File: config.mk
export PLATFORM = sky130hd
export DESIGN_NAME = bit_scan_ctrl
export DESIGN_NICKNAME = d
export VERILOG_FILES = /design/src/rtl/bit_scan_ctrl.sv
export SDC_FILE = /design/constraint.sdc
export NUM_CORES = 1
export LEC_CHECK = 0
export BUFFER_PORTS_ARGS = -buffer_cell sky130_fd_sc_hd__buf_2
export CORE_MARGIN = 3
export CORE_UTILIZATION = 40
export DETAILED_ROUTE_END_ITERATION = 12
export HOLD_SLACK_MARGIN = 0.02
export SYNTH_ARGS = -nofsm -noshare
export SYNTH_HDL_FRONTEND = slang
export SYNTH_SLANG_ARGS = --single-unit
File: constraint.sdc
create_clock -name clk -period 2.45 [get_ports clk]
set_input_delay 0.1225 -clock clk [delete_from_list [all_inputs] [get_ports clk]]
set_output_delay 0.1225 -clock clk [all_outputs]
set_load 0.02 [all_outputs]
File: src/rtl/bit_scan_ctrl.sv
// bit_scan_ctrl: serial per-bit AND checker for two operand words.
// One bit index is examined per clock, from 0 up to len-1, where
// len = min(scan_len, WIDTH). Reports pass/fail, the number of failing
// bits and the lowest failing index.
//
// Handshake: start is a single-cycle request sampled only while the
// controller is idle (busy low); it is ignored while busy is high. abort
// beats start in the same idle cycle and otherwise only acts during a scan.
// done is a one-cycle pulse, and the result outputs (pass, aborted,
// fail_cnt, fail_valid, first_fail_idx) are valid in that cycle. They hold
// until the next accepted start.
module bit_scan_ctrl #(
   parameter int WIDTH = 32,
   parameter int IDX_W = $clog2(WIDTH)
) (
   input  logic             clk,
   input  logic             rst_n,
   input  logic             start,
   input  logic             abort,
   input  logic [IDX_W:0]   scan_len,
   input  logic [WIDTH-1:0] foo,
   input  logic [WIDTH-1:0] bar,
   output logic             busy,
   output logic [IDX_W-1:0] bit_idx,
   output logic             done,
   output logic             pass,
   output logic             aborted,
   output logic [IDX_W:0]   fail_cnt,
   output logic             fail_valid,
   output logic [IDX_W-1:0] first_fail_idx,
   output logic [1:0]       dbg_state
);

   localparam logic [1:0] ST_IDLE = 2'd0;
   localparam logic [1:0] ST_SCAN = 2'd1;
   localparam logic [1:0] ST_DONE = 2'd2;

   localparam logic [IDX_W:0] LEN_MAX = (IDX_W+1)'(WIDTH);
   localparam logic [IDX_W:0] LEN_ONE = (IDX_W+1)'(1);

   logic [1:0]       r_state;
   logic [WIDTH-1:0] r_foo;
   logic [WIDTH-1:0] r_bar;
   logic [IDX_W:0]   r_len;
   logic [IDX_W-1:0] r_idx;
   logic             r_pass;
   logic             r_aborted;
   logic [IDX_W:0]   r_fail_cnt;
   logic             r_fail_valid;
   logic [IDX_W-1:0] r_first_fail;

   logic [IDX_W:0]   w_len;
   logic             w_hit;
   logic             w_last;
   logic [IDX_W:0]   w_cnt_next;

   // Clamp the requested length, evaluate the current bit and the next count.
   always_comb begin
      w_len      = (scan_len > LEN_MAX) ? LEN_MAX : scan_len;
      w_hit      = r_foo[r_idx] & r_bar[r_idx];
      w_last     = ({1'b0, r_idx} == (r_len - LEN_ONE));
      w_cnt_next = w_hit ? r_fail_cnt : (r_fail_cnt + LEN_ONE);
   end

   // Controller FSM plus shadow operands and result registers.
   always_ff @(posedge clk or negedge rst_n) begin
      if (!rst_n) begin
         r_state      <= ST_IDLE;
         r_foo        <= '0;
         r_bar        <= '0;
         r_len        <= '0;
         r_idx        <= '0;
         r_pass       <= 1'b0;
         r_aborted    <= 1'b0;
         r_fail_cnt   <= '0;
         r_fail_valid <= 1'b0;
         r_first_fail <= '0;
      end else begin
         case (r_state)
            ST_IDLE: begin
               if (start && !abort) begin
                  r_foo        <= foo;
                  r_bar        <= bar;
                  r_len        <= w_len;
                  r_idx        <= '0;
                  r_aborted    <= 1'b0;
                  r_fail_cnt   <= '0;
                  r_fail_valid <= 1'b0;
                  r_first_fail <= '0;
                  if (w_len == '0) begin
                     // Nothing to check: trivially passing.
                     r_state <= ST_DONE;
                     r_pass  <= 1'b1;
                  end else begin
                     r_state <= ST_SCAN;
                     r_pass  <= 1'b0;
                  end
               end
            end
            ST_SCAN: begin
               if (abort) begin
                  // Current bit is skipped; partial counts are kept.
                  r_state   <= ST_DONE;
                  r_aborted <= 1'b1;
                  r_pass    <= 1'b0;
               end else begin
                  r_fail_cnt <= w_cnt_next;
                  if (!w_hit && !r_fail_valid) begin
                     r_fail_valid <= 1'b1;
                     r_first_fail <= r_idx;
                  end
                  if (w_last) begin
                     r_state <= ST_DONE;
                     r_pass  <= (w_cnt_next == '0);
                  end else begin
                     r_idx <= r_idx + 1'b1;
                  end
               end
            end
            ST_DONE: begin
               r_state <= ST_IDLE;
            end
            default: begin
               r_state <= ST_IDLE;
            end
         endcase
      end
   end

   // Outputs are decoded directly from state and result registers.
   always_comb begin
      busy           = (r_state == ST_SCAN) || (r_state == ST_DONE);
      done           = (r_state == ST_DONE);
      bit_idx        = r_idx;
      pass           = r_pass;
      aborted        = r_aborted;
      fail_cnt       = r_fail_cnt;
      fail_valid     = r_fail_valid;
      first_fail_idx = r_first_fail;
      dbg_state      = r_state;
   end

endmodule

# Word-level counts from Yosys, hierarchy flattened
# Index checks and enable logic that the tools add are counted.
totals:
  in_bits: 74
  wordCells: 74
  register_bits: 91
  output_inout_bits: 23
op_classes:
  n_mux: 32
  magnitude_cmp: 2
  n_addsub: 3
  bitwise_logic: 1
  n_reduce_logical: 17
  eq_ne: 9
ops:
  columns: ["op", "n"]
  rows:
  - ["2-to-1 mux 5 bit", 5]
  - ["2-to-1 mux 6 bit", 4]
  - ["one-hot mux 5 bit (2 select lines)", 2]
  - ["zero test 6 bit", 2]
  - ["one-hot mux 6 bit (2 select lines)", 1]
  - ["binary-select mux 1 bit (select 5 bit)", 2]
  - ["2-to-1 mux 1 bit", 10]
  - ["inequality test 2 bit, second input constant", 5]
  - ["AND reduction 3 bit", 3]
  - ["2-to-1 mux 2 bit", 4]
  - ["AND reduction 4 bit", 2]
  - ["adder 6 x 1 -> 6 bit, second input constant", 1]
  - ["equality test 5 x 6 -> 1 bit", 1]
  - ["> comparator 6 bit, second input constant", 1]
  - ["less-than comparator 5 x 6 -> 1 bit, second input constant", 1]
  - ["one-hot mux 1 bit (2 select lines)", 3]
  - ["subtractor 6 x 1 -> 6 bit, second input constant", 1]
  - ["adder 5 x 1 -> 5 bit, second input constant", 1]
  - ["one-hot mux 2 bit (2 select lines)", 1]
  - ["AND reduction 2 bit", 2]
  - ["zero test 1 bit", 3]
  - ["inequality test 3 bit, second input constant", 1]
  - ["equality test 2 x 1 -> 1 bit, second input constant", 1]
  - ["equality test 2 bit, second input constant", 1]
  - ["other kinds (5)", 6]

# Logic depth before layout (Yosys ltp)
# Gate-level depths: netlist of the first run.
depth:
  depth_word: 8
  mapped_depth: 10
  mapped_depth_nobuf: 9

# Least setup slack after synthesis of the first run
# No wires, ideal clock.
synth_path:
  kind: "register to register"
  from: "reg r_len[0]"
  to: "reg r_pass, in the netlist pass"
  stages_incl_launch_ff: 10
  setup_ns: 0.127
  n_path_buf: 0
  period_less_slack_ns: 2.106
  t_required_ns: 2.323
  setup_slack_ns: 0.344
  t_arrival_ns: 1.979
  cell_sequence: "dfrtp_1 > inv_1 > ha_1 > or3b_2 > a211oi_1 > and4_4 > a21bo_2 > o21ai_2 > nor2_1 > a211oi_2"
synth_between:
  elab_chain_cells: 4
synth_rtl:
  columns: ["item", "line", "text"]
  rows:
  - ["start: declaration", "44", "logic [IDX_W:0] r_len;"]
  - ["start signal: assignment", "84", "r_len <= w_len;"]
  - ["subtractor 6 x 1 -> 6 bit", "61", "w_last = ({1'b0, r_idx} == (r_len - LEN_ONE));"]
  - ["equality test 5 x 6 -> 1 bit", "61", null]
  - ["inequality test 3 bit (no line)", null, null]
  - ["AND reduction 3 bit (no line)", null, null]
  - ["end signal: assignment", "114", "r_pass <= (w_cnt_next == '0);"]
  - ["end: declaration", "46", "logic r_pass;"]
# No other way between the ends.
# A chain may end at the register's enable or synchronous reset.

# Worst setup path after layout of the first run
# Same ends and word-level chain as after synthesis.

==> summary.md, run 1 <==
| Metric | Value |
|---|---|
| Wire per inst | `15.7 um` |
| Worst min-delay path category | `in2reg` |
| Vias in the first global route | `3,663` |
| Fin Hold WS | `0.0616 ns` |
| Slew Viols, Final | `0` |
| Post-Synthesis Cells | `385` |
| Clock Skews | `0.0130 ns` |
| Worst Reg2Reg Path Length in Cells | `9` |
| Rel. slew slack | `0.603` |
| Sequential-to-total area share from yosys stat | `0.515` |
| RR Endpoint | `pass` |
| Area after DPL | `5110 um2` |
| Number of buffer cells added on primary ports | `96` |
| Initial antenna violation count | `0` |
| Synth Area in Compound Gates | `0.117` |
| Worst-path maximum fanout | `5` |
| Design area | `5920 um2` |
| Synthesis Warnings | `0` |
| Status | `finished clean` |
| Via/cell ratio | `5.21` |
| Clock Latency Late Sink | `0.35 ns` |
| Total gr overflow | `0` |
| R2r startpoint | `r_len[0]` |
| Hold Path End | `r_len[2]` |
| WP data required | `2.69 ns` |
| Clock Pin Slew Worst Setup and Hold Paths | `0.09 ns` |
| Minimum clock period | `2.26 ns` |
| Setup_tns | `0 ns` |
| Period utilization | `0.922` |
| CP Capture Type | `flip-flop` |
| Largest buffer count on any clock path | `2` |
| RePlAce Congestion | `0.846` |
| # DRC | `0` |
| Largest family of logic cells by synthesized area | `multiplexers` |
| Placeable Area | `10,600 um2` |
| Maxcap violations | `0` |
| Total power | `5.70 mW` |
| Xor/xnor share of the synthesized area | `0.0158` |
| Average size of a mapped cell | `11.5 um2` |
| Hold Fails Final Rpt | `0` |
| Row count | `37` |
| Library cells used by synthesis | `55` |
| Layout cells sized above 1 | `0.353` |
| FF-to-FF setup slack | `0.19 ns` |
| Total Nets Final | `632` |
| Die Ht | `111 um` |
| HP Start | `scan_len[2]` |
| I/O pins | `97` |
| Die W | `111 um` |
| Final Setup Violations | `0` |
| CP startpoint kind | `flip-flop` |
| Syn Nets | `465` |
| Ant diodes | `0` |
| Worst IR Drop VDD | `0.470 mV` |
| Post-synthesis mux area share | `0.173` |
| Commonest cells after routing, fill and taps aside | `buf_2 (95), dfrtp_1 (91), dlygate4sd3_1 (67), mux2_2 (66), nand2_1 (40)` |
| Util after Layout | `0.561` |
| H-tree depth | `3` |
| WS Path Type | `reg2reg` |
| First-pass GRT wire length | `18,200 um` |
| Sink Count | `91` |
| Drt first-iter violations | `198` |
| Fmax | `443 MHz` |
| Post-synth EDFFs | `0` |
| RSZ-0062 raised after global routing | `false` |
| P_leak | `2.66 nW` |
| Die footprint | `12,400 um2` |
| Largest net degree at the start of global routing | `49` |
| Most common cell after layout, fill and taps aside | `buf_2` |
| Hold Path Cell Cnt | `3` |
| Post-Synth Adder-Cell Area | `0.0170` |
| Vias | `3,591` |
| CTS tree | `built` |
| WP data arrival | `2.50 ns` |
| Worst-margin pin slew | `0.591 ns` |
| Synth Register Bits | `91` |
| CTS Buf Count | `9` |
| P per Cell Area | `963 nW/um2` |
| CP startpoint | `r_len[0]` |
| TritonRoute pass-1 iters | `5` |
| Antenna viol nets, final | `0` |
| Total Wirelength | `10,800 um` |
| All-Layer GR Usage | `0.181` |
| Root buf cell | `clkbuf_8` |
| Setup Fix Bufs, Post-CTS | `0` |
| Post-Syn Area | `4420 um2` |
| Layout overhead on the synthesized area | `33.9%` |
| Top FF cell, synth | `dfrtp_1` |
| HPWL after DPL | `7410 um` |
| Post-synth ARST share | `1.00` |
| Filler cells | `938` |
| Simple-gate share of the synthesized area | `0.137` |
| Initial Util | `0.419` |
## registers in the layout (all words and copies together), names as in the netlist
name	count
r_foo	32
r_len	6
fail_valid	1
pass	1
aborted	1
fail_cnt	6
bit_idx	5
r_bar	32
dbg_state	2
first_fail_idx	5
## kinds of logic (layout without fill, tap and decap cells)
logic type,Yosys count,after routing
and+or+nand+nor,115,115
AOI/OAI and AO/OA,71,71
DFF,91,91
xor gates and xnor gates,8,8
muxes,68,68
adders and majority gates,6,6
buffers and inverters,26,194
## final cells by class
| class | instances | area [um2] | area share |
|---|---|---|---|
| Clock buffer | 11 | 131 | 0.0222 |
| Tap cell | 136 | 170 | 0.0287 |
| Multi-Input combinational cell | 268 | 2040 | 0.344 |
| Clock inverter | 1 | 5.00 | 0.000845 |
| Timing Repair Buffer | 176 | 1280 | 0.216 |
| Sequential cell | 91 | 2280 | 0.384 |
| Inverter | 6 | 22.5 | 0.00380 |
## worst max path at each step
| stage | depth (start not counted) | end |
|---|---|---|
| after floorplan | 9 | pass |
| after global placement | 9 | first_fail_idx[2] |
| after detailed placement | 9 | pass |
| after CTS | 9 | pass |
| after global routing | 9 | first_fail_idx[1] |
| final | 9 | pass |
## where the power goes
group          switching [mW]  internal, mW  total [mW]
registers               0.444          2.15        2.60
logic                    1.09          1.19        2.29
clock network           0.473         0.346       0.819
## routing by layer
layer / routed length, um / vias up / global-route usage
met1: 4860 / 1735 / 0.242
met4: 161 / 0 / 0.0649
li1: - / 1744 / -
met3: 536 / 12 / 0.0377
met5: 0 / - / 0
met2: 5270 / 100 / 0.290
## what timing repair did
item                                    in CTS  in global routing
endpoints found under the setup margin       0                  6
hold endpoints to repair                   109                  0
hold buffers                                67                  0
resized for setup                            0                  2
## critical path, stage by stage (launching register included)
cell	delay [ns]
dfrtp_1	0.41
inv_1	0.09
ha_1	0.23
or3b_2	0.46
a211oi_1	0.24
and4_4	0.27
a21bo_2	0.16
o21ai_2	0.07
nor2_1	0.14
a211oi_2	0.08
## metrics by stage
stage | cells | setup slack (ns)
2_1_floorplan | 385 | 0.344
3_3_place_gp | 610 | 0.212
3_5_place_dp | 610 | 0.188
4_1_cts | 689 | 0.181
5_1_grt | 689 | 0.0238
6_report | 689 | 0.191
## Yosys cell counts, types with 9 or more instances
master    count  area, um2
nand2_1      40        150
a21oi_1       9       45.0
nor2_1       15       56.3
mux2_2       66        743
nand3_1      16       80.1
dfrtp_1      91       2280
clkbuf_1     11       41.3
o21ai_0      16       80.1
Note: power is estimated with default switching activity, not from simulation.
==> run 2: changes to the inputs <==
--- a/config.mk
+++ b/config.mk
@@ -6,10 +6,13 @@
 export NUM_CORES = 1
 export LEC_CHECK = 0
 export BUFFER_PORTS_ARGS = -buffer_cell sky130_fd_sc_hd__buf_2
+export CELL_PAD_IN_SITES_DETAIL_PLACEMENT = 0
+export CELL_PAD_IN_SITES_GLOBAL_PLACEMENT = 1
 export CORE_MARGIN = 3
-export CORE_UTILIZATION = 40
+export CORE_UTILIZATION = 43
 export DETAILED_ROUTE_END_ITERATION = 12
 export HOLD_SLACK_MARGIN = 0.02
+export PLACE_DENSITY_LB_ADDON = 0.1
 export SYNTH_ARGS = -nofsm -noshare
 export SYNTH_HDL_FRONTEND = slang
 export SYNTH_SLANG_ARGS = --single-unit
==> run 2 against run 1 <==
- power is 3.9% higher
- utilization is 4.1 points higher
- maximum frequency is essentially flat
- clock power rose by 28%
- sequential power hardly changed
- register-to-register slack about the same
- final area up 0.82%
- sequential share of layout area decreased by 0.31 points
- die area is 6.6% lower
- sequential cell count unchanged
- cell count grew 0.29%
- largest cell class unchanged
- largest power group unchanged
==> summary.md, run 2 (synthesized netlist as in run 1, its figures left out) <==
| Metric | Value |
|---|---|
| Clock Latency Late Sink | `0.36 ns (was 0.35 ns)` |
| Sink Count | `91 (unchanged)` |
| Delay-heaviest family, CP | `simple AND/OR/NAND/NOR gates (unchanged)` |
| Drt first-iter violations | `162 (was 198)` |
| Slowest CP cell | `or3b_2 (unchanged)` |
| Period utilization | `0.921 (was 0.922)` |
| Hold Path Cell Cnt | `3 (unchanged)` |
| Ant diodes | `0 (unchanged)` |
| First-pass GRT wire length | `17,700 um (was 18,200 um)` |
| Largest net degree at the start of global routing | `63 (was 49)` |
| CTS Buf Count | `9 (unchanged)` |
| Setup_tns | `0 ns (unchanged)` |
| # DRC | `0 (unchanged)` |
| CP Capture Type | `flip-flop (unchanged)` |
| Initial antenna violation count | `0 (unchanged)` |
| Initial Util | `0.446 (was 0.419)` |
| RSZ-0062 raised after global routing | `false (unchanged)` |
| Die footprint | `11,500 um2 (was 12,400 um2)` |
| Final Setup Violations | `0 (unchanged)` |
| Hold Fails Final Rpt | `0 (unchanged)` |
| RePlAce Congestion | `0.826 (was 0.846)` |
| Rel. slew slack | `0.483 (was 0.603)` |
| WS Path Type | `reg2reg (unchanged)` |
| Fin Hold WS | `0.0361 ns (was 0.0616 ns)` |
| Layout overhead on the synthesized area | `35.0% (was 33.9%)` |
| Worst path bufs/invs | `1 (unchanged)` |
| Worst-path maximum fanout | `5 (unchanged)` |
| I/O pins | `97 (unchanged)` |
| Antenna viol nets, final | `0 (unchanged)` |
| Root buf cell | `clkbuf_8 (unchanged)` |
| P_leak | `2.69 nW (was 2.66 nW)` |
| Vias | `3,557 (was 3,591)` |
| Maxcap violations | `0 (unchanged)` |
| Largest buffer count on any clock path | `2 (unchanged)` |
| Most common cell after layout, fill and taps aside | `buf_2 (unchanged)` |
| Fmax | `443 MHz (about the same)` |
| WP data required | `2.70 ns (was 2.69 ns)` |
| All-Layer GR Usage | `0.194 (was 0.181)` |
| Die W | `107 um (was 111 um)` |
| Clock Pin Slew Worst Setup and Hold Paths | `0.09 ns (about the same)` |
| HPWL after DPL | `7330 um (was 7410 um)` |
| Clock Skews | `0.00712 ns (was 0.0130 ns)` |
| Placeable Area | `9910 um2 (was 10,600 um2)` |
| Via/cell ratio | `5.15 (was 5.21)` |
| Commonest cells after routing, fill and taps aside | `buf_2 (95), dfrtp_1 (91), mux2_2 (66), dlygate4sd3_1 (66), nand2_1 (40) (was buf_2 (95), dfrtp_1 (91), dlygate4sd3_1 (67), mux2_2 (66), nand2_1 (40))` |
| CTS tree | `built (unchanged)` |
| WP data arrival | `2.50 ns (about the same)` |
| Worst IR Drop VDD | `0.438 mV (was 0.470 mV)` |
| HP Start | `scan_len[4] (was scan_len[2])` |
| Worst-margin pin slew | `0.775 ns (was 0.591 ns)` |
| Die Ht | `107 um (was 111 um)` |
| Worst min-delay path category | `in2reg (unchanged)` |
| CP Cell Sequence | `inv_1 > ha_1 > or3b_2 > a211oi_1 > and4_4 > a21bo_2 > o21ai_2 > nor2_1 > a211oi_2 (unchanged)` |
| Minimum clock period | `2.26 ns (about the same)` |
| TritonRoute pass-1 iters | `4 (was 5)` |
| Layout cells sized above 1 | `0.362 (was 0.353)` |
| P per Cell Area | `993 nW/um2 (was 963 nW/um2)` |
| H-tree depth | `3 (unchanged)` |
| Total Nets Final | `633 (was 632)` |
| Row count | `36 (was 37)` |
| Hold Path End | `r_len[4] (was r_len[2])` |
| FF-to-FF setup slack | `0.19 ns (about the same)` |
| Number of buffer cells added on primary ports | `96 (unchanged)` |
| R2r startpoint | `r_len[0] (unchanged)` |
| Biggest regs | `r_bar: 32 flops, r_foo: 32 flops (unchanged)` |
| CP startpoint kind | `flip-flop (unchanged)` |
| Total gr overflow | `0 (unchanged)` |
| RR Endpoint | `pass (unchanged)` |
| Slew Viols, Final | `0 (unchanged)` |
| Wire per inst | `15.4 um (was 15.7 um)` |
| Status | `finished clean (unchanged)` |
| Vias in the first global route | `3,623 (was 3,663)` |
| CP max stage delay | `0.45 ns (was 0.46 ns)` |
| Worst Reg2Reg Path Length in Cells | `9 (unchanged)` |
| Filler cells | `853 (was 938)` |
| Total Wirelength | `10,600 um (was 10,800 um)` |
==> run 2: changes by cell type in the layout (fill, tap and decap cells not counted) <==
cell,before,now
inv_6,0,2
buf_4,11,15
clkinv_4,0,1
inv_8,0,1
buf_6,1,0
bufinv_16,0,1
clkbuf_1,2,1
buf_12,2,1
dlygate4sd3_1,67,66
==> run 2: where the power goes <==
part | total [mW] | internal, mW | switching (mW)
clock network | 1.05 | 0.487 | 0.561
registers | 2.59 | 2.15 | 0.435
logic | 2.29 | 1.20 | 1.10
==> run 2: worst register-to-register path, cell delays in order (launching register included) <==
cell	delay (ns)
dfrtp_1	0.41
inv_1	0.08
ha_1	0.22
or3b_2	0.45
a211oi_1	0.25
and4_4	0.28
a21bo_2	0.17
o21ai_2	0.08
nor2_1	0.14
a211oi_2	0.08
==> run 2: per-layer routing <==
| layer | global-route usage | part of all wire | vias up |
|---|---|---|---|
| met2 | 0.331 | 0.50 | 74 |
| met1 | 0.251 | 0.45 | 1722 |
| met3 | 0.0444 | 0.041 | 8 |
| met4 | 0.0442 | 0.0086 | 0 |
| li1 | - | - | 1753 |
| met5 | 0 | 0 | - |
==> run 2: metrics by stage <==
| stage | setup slack [ns] | utilization | power (mW) | cells | instance area [um2] |
|---|---|---|---|---|---|
| finish | 0.192 | 0.603 | 5.93 | 691 | 5970 |
| global route | 0.0324 | 0.603 | 6.36 | 691 | 5970 |
| CTS | 0.146 | 0.601 | 5.98 | 690 | 5960 |
| detailed placement | 0.173 | 0.515 | 4.84 | 609 | 5110 |
| global placement | 0.197 | 0.515 | 4.77 | 609 | 5110 |
| floorplan | 0.344 | - | 4.16 | 385 | 4420 |
==> run 2: worst max path at each step <==
stage                     slack, ns  cells after the start       start                 to
after floorplan                0.34                      9    r_len[0]               pass
after global placement         0.20                      8  bit_idx[0]  first_fail_idx[4]
after detailed placement       0.17                      8  bit_idx[2]  first_fail_idx[3]
after CTS                      0.15                      8  bit_idx[2]  first_fail_idx[0]
after global routing           0.03                      9  bit_idx[2]  first_fail_idx[3]
final                          0.19                      9    r_len[0]               pass
==> run 2: final cells by class <==
type                    instances  area, um2  share of cell area
clock inverters                 6       72.6              0.0121
repair buffers                177       1270               0.212
well taps                     133        166              0.0279
inverters                       6       22.5             0.00377
clock buffers                  10        128              0.0214
multi-input cells             268       2040               0.341
flip-flops and latches         91       2280               0.381
==> run 2: repair_timing <==
item,in CTS,in global routing
resized for setup,0,1
endpoints found under the setup margin,0,5
hold buffers,65,1
buffers inserted,0,0
endpoints found under the hold margin,124,1
==> run 3: changes to the inputs <==
--- a/config.mk
+++ b/config.mk
@@ -9,7 +9,7 @@
 export CELL_PAD_IN_SITES_DETAIL_PLACEMENT = 0
 export CELL_PAD_IN_SITES_GLOBAL_PLACEMENT = 1
 export CORE_MARGIN = 3
-export CORE_UTILIZATION = 43
+export CORE_UTILIZATION = 38
 export DETAILED_ROUTE_END_ITERATION = 12
 export HOLD_SLACK_MARGIN = 0.02
 export PLACE_DENSITY_LB_ADDON = 0.1
==> constraint.sdc (replaced) <==
create_clock -name clk -period 1.9 [get_ports clk]
set_input_delay 0.095 -clock clk [delete_from_list [all_inputs] [get_ports clk]]
set_output_delay 0.095 -clock clk [all_outputs]
set_load 0.02 [all_outputs]
==> run 3 against run 2 <==
- the run now ends with negative setup slack left
- clock-buffer cell count grew 5
- power grew 50%
- register-to-register slack lost 0.35 ns
- clock skew shrank 0.0025 ns
==> summary.md, run 3 (synthesized netlist as in run 1, its figures left out) <==
| Metric | Value |
|---|---|
| Status | `complete, but fails checks (was finished clean)` |
| Failing checks | `negative setup slack` |
| Sink Count | `91 (unchanged)` |
| Largest net degree at the start of global routing | `46 (was 63)` |
| Setup_tns | `-2.10 ns (was 0 ns)` |
| Clock Pin Slew Worst Setup and Hold Paths | `0.06 ns (was 0.09 ns)` |
| Rel. slew slack | `0.589 (was 0.483)` |
| H-tree depth | `3 (unchanged)` |
| P per Cell Area | `1350 nW/um2 (was 993 nW/um2)` |
| CTS tree | `built (unchanged)` |
| Total Wirelength | `11,600 um (was 10,600 um)` |
| Fmax | `486 MHz (was 443 MHz)` |
| TritonRoute pass-1 iters | `6 (was 4)` |
| Wire per inst | `15.9 um (was 15.4 um)` |
| CTS Buf Count | `9 (unchanged)` |
| Layout cells sized above 1 | `0.452 (was 0.362)` |
| Pre-CTS setup slack | `-0.249 ns (was 0.173 ns)` |
| RSZ-0062 raised after global routing | `true (was false)` |
| CP Cell Sequence | `nand3b_1 > nand3_1 > o2111ai_2 > nor4_4 > a21oi_2 > buf_6 > and2_4 > mux2_2 (was inv_1 > ha_1 > or3b_2 > a211oi_1 > and4_4 > a21bo_2 > o21ai_2 > nor2_1 > a211oi_2)` |
| Die Ht | `114 um (was 107 um)` |
| Clock Skews | `0.00462 ns (was 0.00712 ns)` |
| Clock Latency Late Sink | `0.34 ns (was 0.36 ns)` |
| Commonest cells after routing, fill and taps aside | `buf_2 (95), dfrtp_1 (87), dlygate4sd3_1 (68), mux2_2 (66), nand2_1 (38) (was buf_2 (95), dfrtp_1 (91), mux2_2 (66), dlygate4sd3_1 (66), nand2_1 (40))` |
| Root buf cell | `clkbuf_16 (was clkbuf_8)` |
| Number of buffer cells added on primary ports | `96 (unchanged)` |
| CP max stage delay | `0.49 ns (was 0.45 ns)` |
| Via/cell ratio | `5.13 (was 5.15)` |
| Die W | `114 um (was 107 um)` |
| Biggest regs | `r_bar: 32 flops, r_foo: 32 flops (unchanged)` |
| Hold Fails Final Rpt | `0 (unchanged)` |
| First-pass GRT wire length | `19,200 um (was 17,700 um)` |
| WP data required | `2.13 ns (was 2.70 ns)` |
| Maxcap violations | `0 (unchanged)` |
| Minimum clock period | `2.06 ns (was 2.26 ns)` |
| All-Layer GR Usage | `0.190 (was 0.194)` |
| Most common cell after layout, fill and taps aside | `buf_2 (unchanged)` |
| Vias | `3,752 (was 3,557)` |
| Design area | `6580 um2 (was 5970 um2)` |
| Largest buffer count on any clock path | `2 (unchanged)` |
| CP startpoint kind | `flip-flop (unchanged)` |
| Util after Layout | `0.591 (was 0.603)` |
| Placeable Area | `11,100 um2 (was 9910 um2)` |
| Slowest CP cell | `dfrtp_2 (was or3b_2)` |
| WS Path Type | `reg2reg (unchanged)` |
| HPWL after DPL | `7930 um (was 7330 um)` |
| Initial antenna violation count | `0 (unchanged)` |
| Drt first-iter violations | `174 (was 162)` |
| Slew Viols, Final | `0 (unchanged)` |
| Period utilization | `1.08 (was 0.921)` |
| Worst-path maximum fanout | `7 (was 5)` |
| Vias in the first global route | `3,996 (was 3,623)` |
| Area after DPL | `5350 um2 (was 5110 um2)` |
| P_leak | `2.92 nW (was 2.69 nW)` |
| Ant diodes | `0 (unchanged)` |
| Die footprint | `13,000 um2 (was 11,500 um2)` |
| Row count | `38 (was 36)` |
| Total power | `8.89 mW (was 5.93 mW)` |
| Final Setup Violations | `19 (was 0)` |
| Total Nets Final | `666 (was 633)` |
| Total gr overflow | `0 (unchanged)` |
| CP Capture Type | `flip-flop (unchanged)` |
| Worst min-delay path category | `in2reg (unchanged)` |
| Antenna viol nets, final | `0 (unchanged)` |
| Worst-margin pin slew | `0.616 ns (was 0.775 ns)` |
| Post-route setup slack | `-0.158 ns (was 0.192 ns)` |
| Layout overhead on the synthesized area | `48.7% (was 35.0%)` |
| RePlAce Congestion | `0.812 (was 0.826)` |
| WP data arrival | `2.29 ns (was 2.50 ns)` |
| # DRC | `0 (unchanged)` |
| Worst IR Drop VDD | `0.725 mV (was 0.438 mV)` |
| Initial Util | `0.398 (was 0.446)` |
| I/O pins | `97 (unchanged)` |
run 3: worst paths after layout:
kind / from / slack (ns) / to / cells past startpoint
worst max-delay path: bit_idx[0] / -0.16 / fail_cnt[0] / 8
worst min-delay path: scan_len[0] / 0.05 / r_len[0] / 3
worst max register to register: bit_idx[0] / -0.16 / fail_cnt[0] / 8
worst min register to register: r_bar[23] / 0.50 / r_bar[23] / 1
max in group asynchronous: rst_n / 0.98 / r_bar[18] / 3
min in group asynchronous: rst_n / 0.30 / r_foo[10] / 2
run 3: area by class of cell:
class	instances	area (um2)
Tap cell	140	175
Multi-Input combinational cell	268	2240
Fill cell	971	4550
Timing Repair Buffer	210	1590
Clock inverter	1	7.51
Clock buffer	15	268
Inverter	6	22.5
Sequential cell	91	2280
run 3: repair_timing:
action | CTS | global route
endpoints found under the hold margin | 110 | 0
hold buffers | 68 | 0
setup buffers | 4 | 3
pin swaps | 6 | 16
setup endpoints to repair | 20 | 20
resized for setup | 19 | 35
cloned | 1 | 0
run 3: stage by stage:
step	hold WS (ns)	instances
floorplan	-0.201	385
global placement	0.149	639
detailed placement	0.148	639
CTS	0.0401	728
global route	0.0684	731
finish	0.0512	731
run 3: per-layer routing:
layer | GRT usage | wire (um)
met4 | 0.0847 | 259
met3 | 0.0350 | 428
met5 | 0 | 0
met2 | 0.329 | 5820
met1 | 0.230 | 5140
run 3: power by group:
group,internal (mW),switching (mW),total [mW]
Clock,0.961,0.721,1.68
Sequential,2.79,0.549,3.34
Combinational,2.11,1.77,3.88
Total,5.85,3.04,8.89
run 3: critical path, delay by kind of cell, from the launching register on:
family          cells  cell delay [ns]
compound gates      2             0.25
buf+inv             1             0.15
flops               1             0.49
mux                 1             0.25
simple gates        4             0.80
